==> src/rtl/regfile_wb_controller.sv <==
`default_nettype none
// ---------------------------------------------------------------------------
// regfile_wb_controller: round-robin ALU/load write-back arbiter driving the
// register-file write port, plus a per-register busy scoreboard for issue.
// Rev 1.0
// ---------------------------------------------------------------------------
module regfile_wb_controller #(
  parameter int WIDTH  = 32,
  parameter int ADDR_W = 5
) (
  input  logic                   clk,
  input  logic                   rst,
  input  logic                   alu_valid,
  output logic                   alu_ready,
  input  logic [ADDR_W-1:0]      alu_rd,
  input  logic [WIDTH-1:0]       alu_data,
  input  logic                   ld_valid,
  output logic                   ld_ready,
  input  logic [ADDR_W-1:0]      ld_rd,
  input  logic [WIDTH-1:0]       ld_data,
  output logic                   rf_write,
  output logic [ADDR_W-1:0]      rf_write_register,
  output logic [WIDTH-1:0]       rf_write_data,
  input  logic                   rsv_valid,
  input  logic [ADDR_W-1:0]      rsv_rd,
  input  logic [ADDR_W-1:0]      rs1,
  input  logic [ADDR_W-1:0]      rs2,
  output logic                   operand_stall,
  output logic [2**ADDR_W-1:0]   busy
);

  localparam int NREG = 2**ADDR_W;

  typedef enum logic {SRC_ALU = 1'b0, SRC_LD = 1'b1} src_e;

  src_e              last_winner_q;
  logic              rf_write_q;
  logic [ADDR_W-1:0] rf_reg_q;
  logic [WIDTH-1:0]  rf_data_q;
  logic [NREG-1:0]   busy_q;
  logic [NREG-1:0]   busy_d;

  logic              alu_xfer;
  logic              ld_xfer;
  logic              wb_write;
  logic [ADDR_W-1:0] wb_rd;
  logic [WIDTH-1:0]  wb_data;

  // Contention goes to whichever source did not win the last transfer.
  always_comb begin
    alu_ready = 1'b0;
    ld_ready  = 1'b0;
    if (!rst) begin
      if (alu_valid && ld_valid) begin
        if (last_winner_q == SRC_LD) alu_ready = 1'b1;
        else                         ld_ready  = 1'b1;
      end else begin
        alu_ready = alu_valid;
        ld_ready  = ld_valid;
      end
    end
  end

  assign alu_xfer = alu_valid && alu_ready;
  assign ld_xfer  = ld_valid && ld_ready;
  assign wb_rd    = alu_xfer ? alu_rd   : ld_rd;
  assign wb_data  = alu_xfer ? alu_data : ld_data;
  assign wb_write = (alu_xfer || ld_xfer) && (wb_rd != '0);

  // Clear first, then set, so a same-edge reservation keeps the register busy.
  always_comb begin
    busy_d = busy_q;
    if (wb_write)
      busy_d[wb_rd] = 1'b0;
    if (rsv_valid && (rsv_rd != '0))
      busy_d[rsv_rd] = 1'b1;
    busy_d[0] = 1'b0;
  end

  always_ff @(posedge clk) begin
    if (rst) begin
      rf_write_q    <= 1'b0;
      rf_reg_q      <= '0;
      rf_data_q     <= '0;
      busy_q        <= '0;
      last_winner_q <= SRC_LD;
    end else begin
      rf_write_q <= wb_write;
      if (wb_write) begin
        rf_reg_q  <= wb_rd;
        rf_data_q <= wb_data;
      end
      busy_q <= busy_d;
      if (alu_xfer)
        last_winner_q <= SRC_ALU;
      else if (ld_xfer)
        last_winner_q <= SRC_LD;
    end
  end

  assign rf_write          = rf_write_q;
  assign rf_write_register = rf_reg_q;
  assign rf_write_data     = rf_data_q;
  assign busy              = busy_q;
  assign operand_stall     = ((rs1 != '0) && busy_q[rs1]) || ((rs2 != '0) && busy_q[rs2]);

endmodule
`default_nettype wire

==> config.mk <==
export PLATFORM = sky130hd
export DESIGN_NAME = regfile_wb_controller
export DESIGN_NICKNAME = d
export VERILOG_FILES = /design/src/rtl/regfile_wb_controller.sv
export SDC_FILE = /design/constraint.sdc
export NUM_CORES = 1
export LEC_CHECK = 0
export CORE_UTILIZATION = 47
export DETAILED_ROUTE_END_ITERATION = 8
export GPL_TIMING_DRIVEN = 0
export PLACE_DENSITY_LB_ADDON = 0.1
export SLEW_MARGIN = 30
export SYNTH_ARGS = -nofsm -noshare
export SYNTH_HDL_FRONTEND = slang
export SYNTH_SLANG_ARGS = --single-unit
==> constraint.sdc <==
create_clock -name clk -period 7.17 [get_ports clk]
set_clock_uncertainty 0.15 [all_clocks]
set_input_delay 1.434 -clock clk [delete_from_list [all_inputs] [get_ports clk]]
set_output_delay 1.434 -clock clk [all_outputs]
set_load 0.05 [all_outputs]
==> results.yml, run 1 <==
hold_path:
  worstHoldPathType: "register to register"
  hp-start: "rf_write_register[0]$_SDFFE_PP0N_"
  hold_path_end: "rf_write_register[0]$_SDFFE_PP0N_"
  hold_depth: 2
timing:
  tns_ns: 0
  period_share_pct: 78.61
  hold_viol: 0
  worst_pin_slew_ns: 0.7225
  setup_slack_ns: 1.534
  drv_slew: 0
  slew_headroom_pct: 51.83
  rsz0062_at_grt: "false"
  fmax_mhz: 177.4
  period_needed_ns: 5.636
  finalSetupViolCount: 0
synth:
  synth-main-ff-cell: "dfxtp_1"
  synth_common_cells: "nand2_1 (87), dfxtp_1 (70), nand3_1 (51)"
  ys_seq_area_share_pct: 34.61
  ys_ff_latch: 70
  avgSynthCellArea_sq_um: 9.018
  post-synth-top-count-cell: "nand2_1"
  synth_edf_count: 0
  yosysTopAreaCell: "dfxtp_1"
  syn_nets: 543
  synth_top_area_share_pct: 34.61
  synth_area_sq_um: 4049
  ys_warn_count: 0
  synthCells: 449
  yosysUniqueCellTypes: 55
  async_flop_share_pct: 0
  synthTopCellsByArea: "dfxtp_1 (35%), o221a_1 (9.5%), nand2_1 (8.1%)"
place:
  hpwl_mm: 10.60
  dp.cells: 715
  placed_area_sq_um: 5801
  gp_congestion: 0.9099
  port-buffer-count: 161
  preCtsSetupSlack_ns: 1.551
die:
  fp.dieH_um: 94.82
  core-area_sq_um: 8258
  ioPinCount: 167
  dieArea_sq_um: 8990
  initial_utilization_pct: 49.03
  die_w_um: 94.82
  fp-row-count: 33
global_route:
  antenna_found_initial: 0
  grt_pass1_vias: 4241
  grt_pass1_wl_mm: 21.62
  gr-total-overflow: 0
  track_usage_pct: 31.46
  grt_max_degree: 13
run:
  cap_violations: 0
worst_setup_path:
  crit_required_ns: 5.59
  critPathKind: "input port to output port"
  regToRegStartpoint: "last_winner_q$_SDFFE_PP1P_"
  r2r_cells: 8
  crit_path_start_kind: "input port"
  arrival_ns: 4.05
  endpoint_kind: "output port"
  path_max_fanout: 10
  r2r_slack_ns: 4.75
  r2r-end: "busy[14]$_SDFF_PP0_"
  worstSetupStartpoint: "rs2[0]"
cts:
  cts_sinks: 70
  postCtsHoldBufs: 0
  cts_buffer_depth: 2
  clock_latency_ns: 0.35
  tritoncts: "built"
  path_clk_slew_ns: 0.08
  cts.root.buffer_cell: "clkbuf_8"
  cts_made_buffers: 9
  postCtsSetupRepairBufs: 0
  cts_max_level: 3
  cts-resized-gates: 0
drt:
  via_per_inst: 6.168
  dr.first_iter.drc_count: 306
  drc: 0
  routedWlPerCell_um: 19.07
  postRouteAntennaNets: 0
  drtPass1Iterations: 5
  num_vias: 4509
  totalWireLength_mm: 13.94
run_status:
  outcome: "finished clean"
finish:
  register_area_sq_um: 1401
  drive_gt1_share_pct: 12.30
  stdcell_area_sq_um: 6047
  diodes: 0
  multi_input_area_sq_um: 2447
  fillers: 646
  area_growth_pct: 49.35
  num-nets-final: 715
  final_cell_count_no_fill: 731
pwr:
  ir_worst_vdd_uv: 124.7
  power.density_nw_per_um2: 184.1
  power_mw: 1.113
  leakage_nw: 2.200
-- worst max-delay path, stage by stage --
cell and delay, ns:
clkdlybuf4s50_1 0.50, buf_2 0.27, mux4_2 0.56, nor2_1 0.12, nor3_1 0.07, nor4_1 0.26, nand3_1 0.11, clkdlybuf4s50_1 0.72
-- cells in the final DEF, fill, tap and decap left out, types with 3 or more instances in the layout --
master	synthesis	final
nor4b_1	5	5
a31o_1	4	4
nand2b_1	9	9
mux4_2	10	10
o32ai_1	3	3
o21ai_0	4	4
nand4_1	9	9
buf_2	9	9
o22ai_1	4	4
nor3_1	8	8
a32o_1	24	24
o21ai_2	5	6
o221a_1	34	34
buf_4	8	8
inv_1	6	6
nor2_1	15	15
and3_1	3	3
dfxtp_1	70	70
nand3_1	51	51
nand4b_1	5	5
clkdlybuf4s50_1	0	161
clkbuf_1	17	17
clkbuf_8	0	12
nand2_1	87	87
mux2_2	10	10
-- layout make-up --
type,instances,share of cell area (%)
Timing Repair Buffer,161,26.65
Multi-Input combinational cell,335,40.47
Clock inverter,4,1.262
Clock buffer,12,2.731
Tap cell,105,2.173
Sequential cell,70,23.17
Inverter,7,0.4345
Buffer,37,3.104
-- cells by family (layout without fill, tap and decap cells) --
group                  Yosys count  count (layout)  synth area share (%)
AO/OA/AOI/OAI                   99              99                 24.88
multiplexers                    21              21                 8.591
buffers and inverters           44             221                 5.284
AND/OR/NAND/NOR                214             214                 26.55
other                            1               1               0.09262
flip-flops                      70              70                 34.61
-- per-layer routing --
metal	track usage [%]	part of all wire, %	up-vias
met4	7.702	1.3	0
met2	51.62	47	217
met3	7.005	8.1	18
met1	41.82	43	2199
met5	0	0	-
li1	-	-	2075
-- sequential cells by signal, indices dropped and copies added, names as in the netlist --
register	count
rf_write_data	32
busy	31
rf_write_register	5
last_winner_q	1
rf_write	1
-- worst max path at each step --
stage,cells past startpoint,to,slack (ns)
6_report,8,operand_stall,1.53
4_1_cts,8,operand_stall,1.53
5_1_grt,8,operand_stall,1.35
2_1_floorplan,5,operand_stall,2.46
3_5_place_dp,8,operand_stall,1.55
3_3_place_gp,8,operand_stall,1.61
-- report_power, final --
part | internal [mW] | leakage, nW | switching (mW)
Combinational | 0.128 | 1.51 | 0.184
Sequential | 0.409 | 0.573 | 0.0121
Clock | 0.226 | 0.119 | 0.154
-- through the flow --
step                hold WS (ns)  util [%]
global route              0.3521     73.23
floorplan                 0.3332         -
finish                    0.3451     73.23
CTS                       0.3451     73.17
global placement          0.3149     70.14
detailed placement        0.3278     70.24
No activity file was read; power rests on OpenSTA's default activity.
==> run 2, diff against run 1 <==
--- a/config.mk
+++ b/config.mk
@@ -5,7 +5,7 @@
 export SDC_FILE = /design/constraint.sdc
 export NUM_CORES = 1
 export LEC_CHECK = 0
-export CORE_UTILIZATION = 47
+export CORE_UTILIZATION = 39
 export DETAILED_ROUTE_END_ITERATION = 8
 export GPL_TIMING_DRIVEN = 0
 export PLACE_DENSITY_LB_ADDON = 0.1
==> constraint.sdc (replaced) <==
create_clock -name clk -period 5 [get_ports clk]
set_clock_uncertainty 0.15 [all_clocks]
set_input_delay 1 -clock clk [delete_from_list [all_inputs] [get_ports clk]]
set_output_delay 1 -clock clk [all_outputs]
set_load 0.05 [all_outputs]
==> run 2 against run 1 <==
  * Count of clock-buffer cells in the layout decreased by 2
  * Critical path depth unchanged
  * Sequential power increased by 43%
  * Power increased by 44%
  * Largest power group unchanged
  * Critical path type unchanged
  * Global-route usage decreased by 5.1 points
  * Clock power increased by 47%
==> results.yml, run 2 (same netlist as run 1, synthesis figures left out) <==
finish:
  fin_util_pct: 61.34
  num-nets-final: 715
  layout_common_cells: "clkdlybuf4s50_1 (161), nand2_1 (87), dfxtp_1 (70)"
  final_common_cell: "clkdlybuf4s50_1"
  largest_reg_flops: 32
  drive_gt1_share_pct: 12.14
  diodes: 0
  area_growth_pct: 50.12
drt:
  drtPass1Iterations: 5
  totalWireLength_mm: 14.05
  num_vias: 4383
  routedWlPerCell_um: 18.51
  postRouteAntennaNets: 0
  dr.first_iter.drc_count: 292
  via_per_inst: 5.775
  drc: 0
cts:
  postCtsHoldBufs: 0
  cts_buffer_depth: 2
  cts-resized-gates: 0
  cts_sinks: 70
  clock_latency_ns: 0.35
  cts_made_buffers: 9
  cts.root.buffer_cell: "clkbuf_8"
  path_clk_slew_ns: 0.08
  cts_max_level: 3
  tritoncts: "built"
  postCtsSetupRepairBufs: 0
die:
  ioPinCount: 167
  fp-row-count: 36
  fp.dieH_um: 103.9
  dieArea_sq_um: 10790
  initial_utilization_pct: 40.86
  die_w_um: 103.9
  core-area_sq_um: 9910
worst_setup_path:
  arrival_ns: 3.65
  worst_path_most_repeated_cell: "clkdlybuf4s50_1"
  endpoint_kind: "output port"
  slowest_delay_ns: 0.72
  critPathKind: "input port to output port"
  crit_required_ns: 3.85
  path_cells: "clkdlybuf4s50_1 > buf_2 > mux4_2 > nor2_1 > nor3_1 > nor4_1 > nand3_1 > clkdlybuf4s50_1"
  cp_slowest_cell: "clkdlybuf4s50_1"
  crit_path_start_kind: "input port"
  path_max_fanout: 10
timing:
  fmax_mhz: 208.2
  finalSetupViolCount: 0
  tns_ns: 0
  slew_headroom_pct: 53.76
  hold_viol: 0
  drv_slew: 0
  rsz0062_at_grt: "false"
  setup_slack_ns: 0.1966
  period_needed_ns: 4.803
  worst_pin_slew_ns: 0.6936
  period_share_pct: 96.07
global_route:
  antenna_found_initial: 0
  grt_pass1_vias: 4289
  track_usage_pct: 26.32
  grt_max_degree: 13
  grt_pass1_wl_mm: 22.83
  gr-total-overflow: 0
pwr:
  power_mw: 1.607
  leakage_nw: 2.193
  power.density_nw_per_um2: 264.4
  ir_worst_vdd_uv: 186.1
place:
  gp_congestion: 0.8530
  preCtsSetupSlack_ns: 0.2135
  port-buffer-count: 161
  hpwl_mm: 10.49
run:
  cap_violations: 0
hold_path:
  worstHoldPathType: "register to register"
run_status:
  outcome: "finished clean"
==> run 2: cell count changes in the layout (fill, tap and decap cells not counted) <==
| cell | change |
|---|---|
| clkbuf_8 | -3 |
| bufinv_16 | +1 |
| clkbuf_1 | +1 |
| clkinv_2 | +1 |
| clkinvlp_4 | +1 |
| inv_6 | -1 |
==> run 2: final timing paths <==
kind	to	slack (ns)	cells after the start	startpoint
max reg2reg	busy[6]$_SDFF_PP0_	2.61	8	last_winner_q$_SDFFE_PP1P_
min	rf_write_register[0]$_SDFFE_PP0N_	0.35	2	rf_write_register[0]$_SDFFE_PP0N_
min reg2reg	rf_write_register[0]$_SDFFE_PP0N_	0.35	2	rf_write_register[0]$_SDFFE_PP0N_
max	operand_stall	0.20	8	rs2[0]
==> run 2: power by group <==
part           internal [mW]  switching [mW]  total (mW)
Clock                  0.331           0.227       0.558
Combinational          0.183           0.262       0.446
Sequential             0.586          0.0172       0.604
==> run 2: critical path, delay by kind of cell <==
family,cells,cell delay [ns]
buffers and inverters,3,1.53
muxes,1,0.55
and+or+nand+nor,4,0.57
==> run 2: per-layer routing <==
| layer | GRT usage [%] | up-vias | part of all wire, % | wire length [um] |
|---|---|---|---|---|
| li1 | - | 2067 | - | - |
| met5 | 0 | - | 0 | 0 |
| met3 | 5.890 | 15 | 7.6 | 1066 |
| met1 | 36.23 | 2131 | 45 | 6333 |
| met2 | 42.10 | 170 | 46 | 6513 |
| met4 | 5.612 | 0 | 0.97 | 136 |
==> run 2: metrics by stage <==
step                std cells  cell area (sq um)  hold WS [ns]
detailed placement        743               5836        0.3315
global placement          743               5827        0.3177
floorplan                 449               4049        0.3332
CTS                       759               6073        0.3474
global route              759               6078        0.3757
finish                    759               6078        0.3461
==> run 2: final cells by class <==
class                   count  area, sq um
clock buffers              10        127.6
flip-flops and latches     70         1401
well taps                 133        166.4
inverters                   7        26.28
plain buffers              37        187.7
clock inverters             6        110.1
repair buffers            161         1612
fillers                   909         3831
multi-input cells         335         2447
